### config.mk
export PLATFORM = sky130hd
export DESIGN_NAME = game_phase_ctrl_flat
export DESIGN_NICKNAME = d
export VERILOG_FILES = /design/src/rtl/game_phase_ctrl_pkg.sv /design/src/rtl/game_phase_ctrl_if.sv /design/src/rtl/game_phase_ctrl_tick_gen.sv /design/src/rtl/game_phase_ctrl.sv /design/src/flat_wrapper.sv
export SDC_FILE = /design/constraint.sdc
export NUM_CORES = 1
export LEC_CHECK = 0
export ABC_AREA = 1
export CORE_AREA = 2 2 106 108
export DETAILED_ROUTE_END_ITERATION = 7
export DIE_AREA = 0 0 108 110
export GPL_ROUTABILITY_DRIVEN = 0
export PLACE_DENSITY = 0.76
export SETUP_SLACK_MARGIN = 0.1
export SLEW_MARGIN = 20
export SYNTH_ARGS = -nofsm -noshare
export SYNTH_HDL_FRONTEND = slang
export SYNTH_SLANG_ARGS = --single-unit
export TNS_END_PERCENT = 50
### constraint.sdc
create_clock -name clk -period 1.85 [get_ports clk]
set_clock_uncertainty 0.05 [all_clocks]
set_input_delay 0.555 -clock clk [delete_from_list [all_inputs] [get_ports clk]]
set_output_delay 0.555 -clock clk [all_outputs]
set_load 0.02 [all_outputs]
### src/rtl/game_phase_ctrl_pkg.sv
// rtl/game_phase_ctrl_pkg.sv - shared types and constants for the game phase sequencer
// Contents:
//   phase_e     : IDLE=0, READY=1, PLAY=2, OVER=3
//   disp_t      : one full board display word (digit select, two segment buses, LEDs)
//   cnt_w()     : counter width helper that never returns zero
package game_pkg;

   typedef enum logic [1:0] {
      PH_IDLE  = 2'd0,
      PH_READY = 2'd1,
      PH_PLAY  = 2'd2,
      PH_OVER  = 2'd3
   } phase_e;

   typedef struct packed {
      logic [7:0] dig;
      logic [7:0] seg1;
      logic [7:0] seg2;
      logic [7:0] led;
   } disp_t;

   localparam logic [7:0] LED_ALL_ON     = 8'hFF;
   localparam logic [7:0] LED_ALL_OFF    = 8'h00;
   localparam logic [7:0] DIG_OFF        = 8'h00;
   localparam int         CLK_PER_MS_DEF = 100000;
   localparam int         MS_PER_SEC     = 1000;
   localparam int         MS_PER_HALF    = 500;

   // Width for a counter whose largest value is n-1; a 1-wide counter is kept
   // for n<=1 so zero-width vectors never appear.
   function automatic int cnt_w(input int n);
      return (n > 1) ? $clog2(n) : 1;
   endfunction

endpackage

### src/rtl/game_phase_ctrl_if.sv
// rtl/game_phase_ctrl_if.sv - board/phase-block signal bundle of the phase sequencer
// Modports:
//   master : used by game_phase_ctrl (buttons and phase-block sources in, board pins out)
//   slave  : used by the surrounding board logic / bench (the reverse directions)
interface game_phase_ctrl_if;
   import game_pkg::*;

   logic       start_btn;
   logic       stop_btn;
   logic       ready_done;
   logic [7:0] rdy_dig, rdy_seg1, rdy_seg2, rdy_led;
   logic [7:0] ply_dig, ply_seg1, ply_seg2, ply_led;

   logic       start_game;
   logic       play_en;
   logic       sub_rst;
   logic [1:0] phase;
   logic [5:0] time_left;
   logic       err_flag;
   logic [7:0] dig_display, seg_code_1, seg_code_2, state_led_show;

   modport master (
      input  start_btn, stop_btn, ready_done,
      input  rdy_dig, rdy_seg1, rdy_seg2, rdy_led,
      input  ply_dig, ply_seg1, ply_seg2, ply_led,
      output start_game, play_en, sub_rst, phase, time_left, err_flag,
      output dig_display, seg_code_1, seg_code_2, state_led_show
   );

   modport slave (
      output start_btn, stop_btn, ready_done,
      output rdy_dig, rdy_seg1, rdy_seg2, rdy_led,
      output ply_dig, ply_seg1, ply_seg2, ply_led,
      input  start_game, play_en, sub_rst, phase, time_left, err_flag,
      input  dig_display, seg_code_1, seg_code_2, state_led_show
   );

endinterface

### src/rtl/game_phase_ctrl_tick_gen.sv
// rtl/game_phase_ctrl_tick_gen.sv - millisecond, half-second and second tick generator
// Ports:
//   clk, rst   : board clock, synchronous active-high reset
//   clr        : restart all intervals from zero (phase change)
//   ms_tick    : 1-cycle pulse every CLK_PER_MS cycles
//   half_tick  : 1-cycle pulse on every 500th ms_tick
//   sec_tick   : 1-cycle pulse on every 1000th ms_tick
module game_tick_gen
   import game_pkg::*;
#(
   parameter int CLK_PER_MS = CLK_PER_MS_DEF
) (
   input  logic clk,
   input  logic rst,
   input  logic clr,
   output logic ms_tick,
   output logic sec_tick,
   output logic half_tick
);

   localparam int CYC_W = cnt_w(CLK_PER_MS);
   localparam int MS_W  = cnt_w(MS_PER_SEC);

   logic [CYC_W-1:0] cyc_q, cyc_d;
   logic [MS_W-1:0]  msec_q, msec_d;

   always_comb begin
      ms_tick   = (cyc_q == CYC_W'(CLK_PER_MS - 1));
      sec_tick  = ms_tick && (msec_q == MS_W'(MS_PER_SEC - 1));
      half_tick = ms_tick && ((msec_q == MS_W'(MS_PER_HALF - 1)) || sec_tick);
      cyc_d     = ms_tick ? '0 : cyc_q + CYC_W'(1);
      msec_d    = msec_q;
      if (ms_tick) begin
         msec_d = sec_tick ? '0 : msec_q + MS_W'(1);
      end
      if (clr) begin
         cyc_d  = '0;
         msec_d = '0;
      end
   end

   always_ff @(posedge clk) begin
      if (rst) begin
         cyc_q  <= '0;
         msec_q <= '0;
      end else begin
         cyc_q  <= cyc_d;
         msec_q <= msec_d;
      end
   end

endmodule

### src/rtl/game_phase_ctrl.sv
// rtl/game_phase_ctrl.sv - IDLE/READY/PLAY/OVER sequencer and board display arbiter
// Ports:
//   clk, rst : board clock, synchronous active-high reset
//   bus      : game_phase_ctrl_if.master - buttons, ready_done, phase-block display
//              sources in; enables, sub_rst, phase, time_left, err_flag and the
//              arbitrated display pins out
module game_phase_ctrl
   import game_pkg::*;
#(
   parameter int CLK_PER_MS  = CLK_PER_MS_DEF,
   parameter int PLAY_SEC    = 30,
   parameter int OVER_SEC    = 5,
   parameter int READY_TO_MS = 5000
) (
   input  logic                  clk,
   input  logic                  rst,
   game_phase_ctrl_if.master     bus
);

   localparam int RDY_W = cnt_w(READY_TO_MS);
   localparam int OVR_W = cnt_w(OVER_SEC);

   phase_e           state_q, state_d;
   logic             start_cur_q, start_prev_q, stop_cur_q, stop_prev_q;
   logic             start_ev, stop_ev;
   logic [5:0]       time_left_q, time_left_d;
   logic             err_q, err_d;
   logic             sub_rst_q, sub_rst_d;
   disp_t            disp_q, disp_d;
   logic [7:0]       blink_q, blink_d;
   logic [RDY_W-1:0] rdy_ms_q, rdy_ms_d;
   logic [OVR_W-1:0] over_sec_q, over_sec_d;
   logic             phase_chg;
   logic             ms_tick, sec_tick, half_tick;

   assign start_ev  = start_cur_q & ~start_prev_q;
   assign stop_ev   = stop_cur_q & ~stop_prev_q;
   assign phase_chg = (state_d != state_q);

   // Intervals restart on every phase change so each phase gets full periods.
   game_tick_gen #(.CLK_PER_MS(CLK_PER_MS)) u_tick (
      .clk       (clk),
      .rst       (rst),
      .clr       (phase_chg),
      .ms_tick   (ms_tick),
      .sec_tick  (sec_tick),
      .half_tick (half_tick)
   );

   always_comb begin
      state_d     = state_q;
      time_left_d = time_left_q;
      err_d       = err_q;
      sub_rst_d   = 1'b0;
      rdy_ms_d    = rdy_ms_q;
      over_sec_d  = over_sec_q;
      blink_d     = blink_q;
      disp_d      = '{dig: DIG_OFF, seg1: DIG_OFF, seg2: DIG_OFF, led: LED_ALL_OFF};

      unique case (state_q)
         PH_IDLE: begin
            if (start_ev) begin
               state_d = PH_READY;
               err_d   = 1'b0;
            end
         end
         PH_READY: begin
            disp_d = {bus.rdy_dig, bus.rdy_seg1, bus.rdy_seg2, bus.rdy_led};
            if (ms_tick) rdy_ms_d = rdy_ms_q + RDY_W'(1);
            // ready_done has priority over a watchdog expiry in the same cycle
            if (bus.ready_done) begin
               state_d     = PH_PLAY;
               time_left_d = 6'(PLAY_SEC);
            end else if (ms_tick && (rdy_ms_q == RDY_W'(READY_TO_MS - 1))) begin
               state_d   = PH_IDLE;
               err_d     = 1'b1;
               sub_rst_d = 1'b1;
            end
         end
         PH_PLAY: begin
            disp_d = {bus.ply_dig, bus.ply_seg1, bus.ply_seg2, bus.ply_led};
            if (sec_tick && (time_left_q != 6'd0)) begin
               time_left_d = time_left_q - 6'd1;
               if (time_left_q == 6'd1) state_d = PH_OVER;
            end
            if (stop_ev) state_d = PH_OVER;
         end
         PH_OVER: begin
            disp_d.led = blink_q;
            if (half_tick) blink_d = ~blink_q;
            if (sec_tick) begin
               over_sec_d = over_sec_q + OVR_W'(1);
               if (over_sec_q == OVR_W'(OVER_SEC - 1)) begin
                  state_d     = PH_IDLE;
                  sub_rst_d   = 1'b1;
                  time_left_d = 6'd0;
               end
            end
         end
      endcase

      if (state_d != state_q) begin
         rdy_ms_d   = '0;
         over_sec_d = '0;
         if (state_d == PH_OVER) blink_d = LED_ALL_ON;
      end
   end

   always_ff @(posedge clk) begin
      if (rst) begin
         state_q      <= PH_IDLE;
         start_cur_q  <= 1'b0;
         start_prev_q <= 1'b0;
         stop_cur_q   <= 1'b0;
         stop_prev_q  <= 1'b0;
         time_left_q  <= 6'd0;
         err_q        <= 1'b0;
         sub_rst_q    <= 1'b0;
         disp_q       <= '0;
         blink_q      <= LED_ALL_OFF;
         rdy_ms_q     <= '0;
         over_sec_q   <= '0;
      end else begin
         state_q      <= state_d;
         start_cur_q  <= bus.start_btn;
         start_prev_q <= start_cur_q;
         stop_cur_q   <= bus.stop_btn;
         stop_prev_q  <= stop_cur_q;
         time_left_q  <= time_left_d;
         err_q        <= err_d;
         sub_rst_q    <= sub_rst_d;
         disp_q       <= disp_d;
         blink_q      <= blink_d;
         rdy_ms_q     <= rdy_ms_d;
         over_sec_q   <= over_sec_d;
      end
   end

   // Display is selected from the registered phase, so a phase change reaches
   // the pins one cycle later and never mixes two sources in one cycle.
   assign bus.phase          = state_q;
   assign bus.start_game     = (state_q == PH_READY);
   assign bus.play_en        = (state_q == PH_PLAY);
   assign bus.sub_rst        = rst | sub_rst_q;
   assign bus.time_left      = time_left_q;
   assign bus.err_flag       = err_q;
   assign bus.dig_display    = disp_q.dig;
   assign bus.seg_code_1     = disp_q.seg1;
   assign bus.seg_code_2     = disp_q.seg2;
   assign bus.state_led_show = disp_q.led;

endmodule

### src/flat_wrapper.sv
// flat-port wrapper written by rule: the top's interface ports become plain ports
module game_phase_ctrl_flat import game_pkg::*;
#(
   parameter int CLK_PER_MS  = CLK_PER_MS_DEF,
   parameter int PLAY_SEC    = 30,
   parameter int OVER_SEC    = 5,
   parameter int READY_TO_MS = 5000
)
  (clk, rst, bus_start_btn, bus_stop_btn, bus_ready_done, bus_rdy_dig, bus_rdy_seg1, bus_rdy_seg2, bus_rdy_led, bus_ply_dig, bus_ply_seg1, bus_ply_seg2, bus_ply_led, bus_start_game, bus_play_en, bus_sub_rst, bus_phase, bus_time_left, bus_err_flag, bus_dig_display, bus_seg_code_1, bus_seg_code_2, bus_state_led_show);
  game_phase_ctrl_if bus_i ();
  input  logic clk;
  input  logic rst;
  input wire logic [$bits(bus_i.start_btn)-1:0] bus_start_btn;
  input wire logic [$bits(bus_i.stop_btn)-1:0] bus_stop_btn;
  input wire logic [$bits(bus_i.ready_done)-1:0] bus_ready_done;
  input wire logic [$bits(bus_i.rdy_dig)-1:0] bus_rdy_dig;
  input wire logic [$bits(bus_i.rdy_seg1)-1:0] bus_rdy_seg1;
  input wire logic [$bits(bus_i.rdy_seg2)-1:0] bus_rdy_seg2;
  input wire logic [$bits(bus_i.rdy_led)-1:0] bus_rdy_led;
  input wire logic [$bits(bus_i.ply_dig)-1:0] bus_ply_dig;
  input wire logic [$bits(bus_i.ply_seg1)-1:0] bus_ply_seg1;
  input wire logic [$bits(bus_i.ply_seg2)-1:0] bus_ply_seg2;
  input wire logic [$bits(bus_i.ply_led)-1:0] bus_ply_led;
  output wire logic [$bits(bus_i.start_game)-1:0] bus_start_game;
  output wire logic [$bits(bus_i.play_en)-1:0] bus_play_en;
  output wire logic [$bits(bus_i.sub_rst)-1:0] bus_sub_rst;
  output wire logic [$bits(bus_i.phase)-1:0] bus_phase;
  output wire logic [$bits(bus_i.time_left)-1:0] bus_time_left;
  output wire logic [$bits(bus_i.err_flag)-1:0] bus_err_flag;
  output wire logic [$bits(bus_i.dig_display)-1:0] bus_dig_display;
  output wire logic [$bits(bus_i.seg_code_1)-1:0] bus_seg_code_1;
  output wire logic [$bits(bus_i.seg_code_2)-1:0] bus_seg_code_2;
  output wire logic [$bits(bus_i.state_led_show)-1:0] bus_state_led_show;
  assign bus_i.start_btn = bus_start_btn;
  assign bus_i.stop_btn = bus_stop_btn;
  assign bus_i.ready_done = bus_ready_done;
  assign bus_i.rdy_dig = bus_rdy_dig;
  assign bus_i.rdy_seg1 = bus_rdy_seg1;
  assign bus_i.rdy_seg2 = bus_rdy_seg2;
  assign bus_i.rdy_led = bus_rdy_led;
  assign bus_i.ply_dig = bus_ply_dig;
  assign bus_i.ply_seg1 = bus_ply_seg1;
  assign bus_i.ply_seg2 = bus_ply_seg2;
  assign bus_i.ply_led = bus_ply_led;
  assign bus_start_game = bus_i.start_game;
  assign bus_play_en = bus_i.play_en;
  assign bus_sub_rst = bus_i.sub_rst;
  assign bus_phase = bus_i.phase;
  assign bus_time_left = bus_i.time_left;
  assign bus_err_flag = bus_i.err_flag;
  assign bus_dig_display = bus_i.dig_display;
  assign bus_seg_code_1 = bus_i.seg_code_1;
  assign bus_seg_code_2 = bus_i.seg_code_2;
  assign bus_state_led_show = bus_i.state_led_show;
  game_phase_ctrl #(.CLK_PER_MS(CLK_PER_MS), .PLAY_SEC(PLAY_SEC), .OVER_SEC(OVER_SEC), .READY_TO_MS(READY_TO_MS)) u_core (.clk(clk), .rst(rst), .bus(bus_i));
endmodule
# Yosys cells after proc, flatten, opt, wreduce, memory -nomap -nowiden
# Cells that the tools add are included.
word_totals:
  inputBits: 69
  out_inout_bits: 44
  regBits: 97
op_classes:
  n_reduce_logical: 15
  muxes: 30
  bitwise: 6
  add_sub_neg: 5
  eq_ne: 18
op_table:
  columns: ["cell", "n"]
  rows:
  - ["24-bit one-hot mux with 2 select lines", 1]
  - ["8-bit 2-to-1 mux", 4]
  - ["6-bit 2-to-1 mux", 4]
  - ["8-bit one-hot mux with 3 select lines", 1]
  - ["6-bit one-hot mux with 3 select lines", 1]
  - ["17-bit by 1-bit adder with 17-bit output, second input constant", 1]
  - ["17-bit equality test, second input constant", 1]
  - ["2-bit 2-to-1 mux", 8]
  - ["13-bit by 1-bit adder with 13-bit output, second input constant", 1]
  - ["13-bit equality test, second input constant", 1]
  - ["10-bit by 1-bit adder with 10-bit output, second input constant", 1]
  - ["10-bit equality test, second input constant", 1]
  - ["10-bit by 9-bit equality test with 1-bit output, second input constant", 1]
  - ["10-bit 2-to-1 mux", 1]
  - ["2-bit by 1-bit inequality test with 1-bit output, second input constant", 5]
  - ["8-bit NOT", 1]
  - ["2-bit one-hot mux with 4 select lines", 1]
  - ["1-bit 2-to-1 mux", 7]
  - ["2-bit equality test, second input constant", 3]
  - ["6-bit by 1-bit equality test with 1-bit output, second input constant", 1]
  - ["6-bit nonzero test", 1]
  - ["6-bit by 1-bit subtractor with 6-bit output, second input constant", 1]
  - ["5-bit AND reduction", 1]
  - ["1-bit logical AND", 4]
  - ["17 further kinds", 22]

# Longest topological paths before layout
depth:
  depth_word: 9
  depth_mapped: 16

# Cells and area by module
# From an unflattened synthesis, not the netlist that was laid out.
hier_totals:
  cells_unflattened: 651
  hier_area_um2: 4717.0
by_module_without_submodules:
  columns: ["mod", "area_per_inst_um2", "cells_each", "instances", "seq_area_each_um2"]
  rows:
  - ["game_phase_ctrl", 3195.6, 417, 1, 1401.3]
  - ["game_tick_gen", 1521.5, 234, 1, 540.5]

# Worst setup path before layout
# OpenSTA, ideal clock, no wires.
synth_timing:
  path_kind: "flip-flop to flip-flop"
  startpoint: "register u_core.state_q[1], in the netlist u_core.bus.phase[1]"
  endpoint: "register u_core.u_tick.msec_q[7]"
  period_less_slack_ns: 2.234
  setup_slack_ns: -0.384
  t_required_ns: 1.666
  stages_incl_launch_ff: 14
  t_arrival_ns: 2.050
  setup_ns: 0.134
  path_cell_list: "dfxtp_1 > inv_1 > ha_1 > inv_1 > nor3_1 > a21oi_2 > nand2_1 > nor2_4 > nand2_2 > nand2_2 > inv_4 > nand4_4 > buf_12 > nor2_4"
synth_via:
  word_cells_on_any_way: 15
  cone_classes: "eq/ne: 4; mux: 9; reduce/logical: 2"
synth_rtl:
  columns: ["element", "line", "source"]
  rows:
  - ["start: declaration", "game_phase_ctrl.sv:23", "phase_e state_q, state_d;"]
  - ["start signal: assignment", "game_phase_ctrl.sv:124", "state_q <= state_d;"]
  - ["2-bit by 1-bit equality test with 1-bit output", null, null]
  - ["via bus_start_game", "flat_wrapper.sv:24", "output wire logic [$bits(bus_i.start_game)-1:0] bus_start_game;"]
  - ["2-bit one-hot mux with 4 select lines", "game_phase_ctrl.sv:60", "unique case (state_q)"]
  - ["2-bit inequality test", "game_phase_ctrl.sv:38", "assign phase_chg = (state_d != state_q);"]
  - ["2-bit OR reduction (no source line)", null, null]
  - ["end signal: assignment", "game_phase_ctrl_tick_gen.sv:48", "msec_q <= msec_d;"]
  - ["end: declaration", "game_phase_ctrl_tick_gen.sv:25", "logic [MS_W-1:0] msec_q, msec_d;"]
# The timed path passes the listed nets, and every way through them passes these cells.
# A chain may end at the register's enable or synchronous reset.

# Worst setup path after layout
layout_timing:
  startpoint: "register u_core.u_tick.cyc_q[1]"
  endpoint: "register u_core.u_tick.msec_q[6]"
layout_via:
  elab_chain_len: 8
  word_cells_on_any_way: 13
  cone_classes: "eq/ne: 2; mux: 7; reduce/logical: 4"
layout_lines:
  columns: ["element", "line", "source"]
  rows:
  - ["start: declaration", "game_phase_ctrl_tick_gen.sv:24", "logic [CYC_W-1:0] cyc_q, cyc_d;"]
  - ["start signal: assignment", "game_phase_ctrl_tick_gen.sv:47", "cyc_q <= cyc_d;"]
  - ["17-bit equality test *", "game_phase_ctrl_tick_gen.sv:28", "ms_tick = (cyc_q == CYC_W'(CLK_PER_MS - 1));"]
  - ["1-bit logical AND", "game_phase_ctrl_tick_gen.sv:29", "sec_tick = ms_tick && (msec_q == MS_W'(MS_PER_SEC - 1));"]
  - ["1-bit logical AND", "game_phase_ctrl.sv:82", "if (sec_tick && (time_left_q != 6'd0)) begin"]
  - ["2-bit 2-to-1 mux", "game_phase_ctrl.sv:82", null]
  - ["2-bit 2-to-1 mux", "game_phase_ctrl.sv:86", "if (stop_ev) state_d = PH_OVER;"]
  - ["2-bit one-hot mux with 4 select lines", "game_phase_ctrl.sv:60", null]
  - ["2-bit inequality test", "game_phase_ctrl.sv:38", null]
  - ["2-bit OR reduction (no source line)", null, null]
# Mark *: on every way between the ends. The rest lies on a longest branch, timed or not.

==> summary.md <==
| Metric | Value |
|---|---|
| WP data arrival | `approximately 2.6 ns` |
| Count leader, synth | `nand2_1` |
| Mapped Cells | `roughly 610` |
| EDFF count, synth | `0` |
| Final Hold Viols | `0` |
| Fmax | `~0.44 GHz` |
| Slew Limit Fails | `0` |
| Yosys reg bits | `97` |
| Sequential area share after synthesis | `between 40% and 50%` |
| Layout cells sized above 1 | `between 30% and 40%` |
| CTS H-tree lvls | `3` |
| Worst EP required | `around 2.1 ns` |
| Fillers | `between 700 and 800` |
| Clock share of power | `28.0%` |
| Initial antenna violation count | `0` |
| Die Wd | `108 µm` |
| WP buf/inv | `3` |
| Synth area leader | `dfxtp_1` |
| CP startpoint kind | `flip-flop` |
| Period Utilization, post-route | `123.1%` |
| CTS Buf Count | `9` |
| Ys flop type | `dfxtp_1` |
| Worst path cell trace | `ha_4 > nand3_4 > inv_6 > nand2_4 > nor2_4 > nand4_4 > nand2_2 > nand2_1 > nand2_1 > nand2_2 > nand3_2 > nand2_2 > inv_4 > nand4_4 > buf_12 > nor2_4` |
| YS warnings | `0` |
| Crit path top cell by count | `nand2_2` |
| Worst-path clk slew | `0.10 ns` |
| Synth cell count leaders | `136 x nand2_1, 97 x dfxtp_1, 69 x nor2_1` |
| Clock buffer depth | `2` |
| DIE HEIGHT | `110 µm` |
| Ports | `approximately 110` |
| Post-route minimum period | `about 2.3 ns` |
| Area contributors post-synth | `dfxtp_1 41%, nand2_1 11%, xor2_1 5.7%` |
| Post-Syn Area | `about 4800 µm²` |
| Hold-fix buffers, CTS | `0` |
| Mapped Nets | `695` |
| Net Sw Power | `around 1.7 mW` |
| Full die area | `~12,000 µm²` |
| Max Cap Viol | `0` |
| Total number of vias | `between 5,000 and 6,000` |
| Diode count | `0` |
| DRC Markers | `0` |
| Initial Utilization | `between 40 and 50%` |
| Routed len/inst | `between 10 and 15 µm` |
| Comb power frac | `~30%` |
| Crit path largest cell delay | `~0.36 ns` |
| Slowest CP cell | `dfxtp_2` |
| RSZ-0062 raised after global routing | `yes` |
| Crit-path max FO | `9` |
| Largest net degree at the start of global routing | `31` |
| Tightest Pin Transition | `about 0.6 ns` |
| Synth cell types | `41` |
| Clock sink total | `between 90 and 100` |
| PwrDens | `between 600 and 700 nW/µm²` |
| Final setup margin | `-0.4282 ns` |
| IO buf count | `112` |
| Global Route Usage Sum | `23.79%` |
| Worst vdd ir | `about 430 µV` |
| Vias per cell | `between 4 and 5` |
| Relative slew margins | `60.77%` |
| WS Path Type | `reg2reg` |
| Vias in the first global route | `slightly above 5,000` |
| Routed Antenna Nets | `0` |
| Pre-antenna DRT Iters | `5` |
| Iter 0 DRT Violations | `279` |
| Core Box Area | `~11,000 µm²` |
| CTS root buf | `clkbuf_8` |
| Crit path max-delay family | `simple AND/OR/NAND/NOR gates` |
| Int Power | `3.551 mW` |
| Yosys top cell area share | `40.68%` |
| Row Count | `38` |
| Fin util | `roughly 70%` |
| CTS tree | `yes` |
| Pleak | `~3.3 nW` |
| Violated checks | `negative setup slack` |
| Mean Syn Cell Area | `slightly below 8 µm²` |
| Worst hold path class | `reg2reg` |
| Overflow after GRT | `0` |
| First-pass GRT wire length | `around 22,000 µm` |
| Area Overhead vs Synth | `59.63%` |
| Pre-CTS setup slack | `-0.5523 ns` |
| Sw Share | `32.29%` |
| Worst Setup End Kind | `flip-flop` |
| Status | `finished, violations left` |
| DPL Wire Length | `between 9000 and 10,000 µm` |
| Drt total wl | `between 10,000 and 15,000 µm` |
| Fraction of registers with async set/reset | `0%` |
| Worst-Skew Late Latency | `a little under 0.4 ns` |
| # nets final | `946` |
| Final Setup Violations | `60` |
| Sequential power share | `42.4%` |
metrics by stage:
stage	instance area, µm²	power, mW	setup TNS, ns	cells	hold WS, ns
after detailed placement	7042	3.638	-30.13	975	0.3757
after CTS	7472	5.153	-10.84	1007	0.3852
after global routing	7620	5.461	-24.68	1010	0.4113
final	7620	5.244	-20.64	1010	0.3931
after floorplan	4848	2.994	-2.629	614	0.3607
after global placement	7042	3.595	-26.02	975	0.3705
routing by layer:
| metal | wire, µm | vias up | track usage (%) | part of all wire, % |
|---|---|---|---|---|
| met4 | 468 | 0 | 11.72 | 3.1 |
| met2 | 8025 | 157 | 44.52 | 54 |
| met1 | 5740 | 2389 | 25.80 | 39 |
| met5 | 0 | - | 0 | 0 |
| li1 | - | 2450 | - | - |
| met3 | 636 | 41 | 4.292 | 4.3 |
power groups by stage:
stage / Clock [mW] / Combinational, mW / Sequential [mW]
2_1_floorplan: 0 / 0.635 / 2.36
3_3_place_gp: 0 / 1.33 / 2.27
3_5_place_dp: 0 / 1.37 / 2.27
4_1_cts: 1.49 / 1.44 / 2.22
5_1_grt: 1.56 / 1.66 / 2.24
6_report: 1.47 / 1.55 / 2.23
final cells by class:
class / count / area (µm²) / area share [%]
Multi-Input combinational cell: 426 / 2774 / 36.40
Timing Repair Buffer: 255 / 2220 / 29.13
Sequential cell: 97 / 1951 / 25.60
Inverter: 76 / 297.8 / 3.908
Tap cell: 140 / 175.2 / 2.299
Clock buffer: 11 / 141.4 / 1.856
Clock inverter: 5 / 61.31 / 0.8046
flip-flops by register name (all words and copies together) (netlist names), 2 cells and up:
register,count
u_core.bus.time_left,6
u_core.bus.seg_code_1,8
u_core.u_tick.cyc_q,17
u_core.bus.phase,2
u_core.over_sec_q,3
u_core.u_tick.msec_q,10
u_core.blink_q,8
u_core.rdy_ms_q,13
u_core.bus.dig_display,8
u_core.bus.seg_code_2,8
u_core.bus.state_led_show,8
what timing repair did:
action / 4_1_cts / 5_1_grt
endpoints found under the hold margin: 0 / 0
gates cloned: 1 / 1
endpoints found under the setup margin: 103 / 74
pin swaps: 19 / 21
resized for setup: 122 / 32
setup buffers: 16 / 2
final timing paths:
path	start	endpoint	slack [ns]	cells past startpoint
max reg2reg	u_core.u_tick.cyc_q[1]	u_core.u_tick.msec_q[6]	-0.43	16
max	u_core.u_tick.cyc_q[1]	u_core.u_tick.msec_q[6]	-0.43	16
min	u_core.stop_cur_q	u_core.stop_prev_q	0.39	2
min reg2reg	u_core.stop_cur_q	u_core.stop_prev_q	0.39	2
tightest hold or removal path, delay by kind of cell (launching register included):
family,cells,cell delay [ns]
flip-flops,1,0.31
AND/OR/NAND/NOR,1,0.04
buffers and inverters,1,0.06
cell families (layout without fill, tap and decap cells):
family,count (synthesis),count (layout),synth area share [%]
buf+inv,92,347,8.074
compound gates,69,69,7.916
fa+ha+maj,12,12,3.145
flops,97,97,40.68
mux,1,1,0.2097
xor+xnor,38,38,6.972
simple gates,305,306,33.00
cells in the final DEF, fill, tap and decap left out, types with 8 or more instances in the layout:
cell type | Yosys | layout
clkbuf_8 | 0 | 10
xor2_1 | 31 | 31
a21oi_2 | 3 | 9
ha_1 | 12 | 8
nor3_1 | 9 | 8
inv_2 | 9 | 10
nor2_1 | 69 | 56
inv_1 | 66 | 62
dfxtp_1 | 97 | 90
clkdlybuf4s50_1 | 0 | 67
dlygate4sd2_1 | 0 | 33
nand3_1 | 31 | 27
nand2_1 | 136 | 130
nand2_2 | 6 | 9
nor2_2 | 1 | 10
a21oi_1 | 43 | 35
nor2_4 | 24 | 28
buf_4 | 1 | 136
o21ai_0 | 15 | 9
Power figures use the tool's default switching activity.
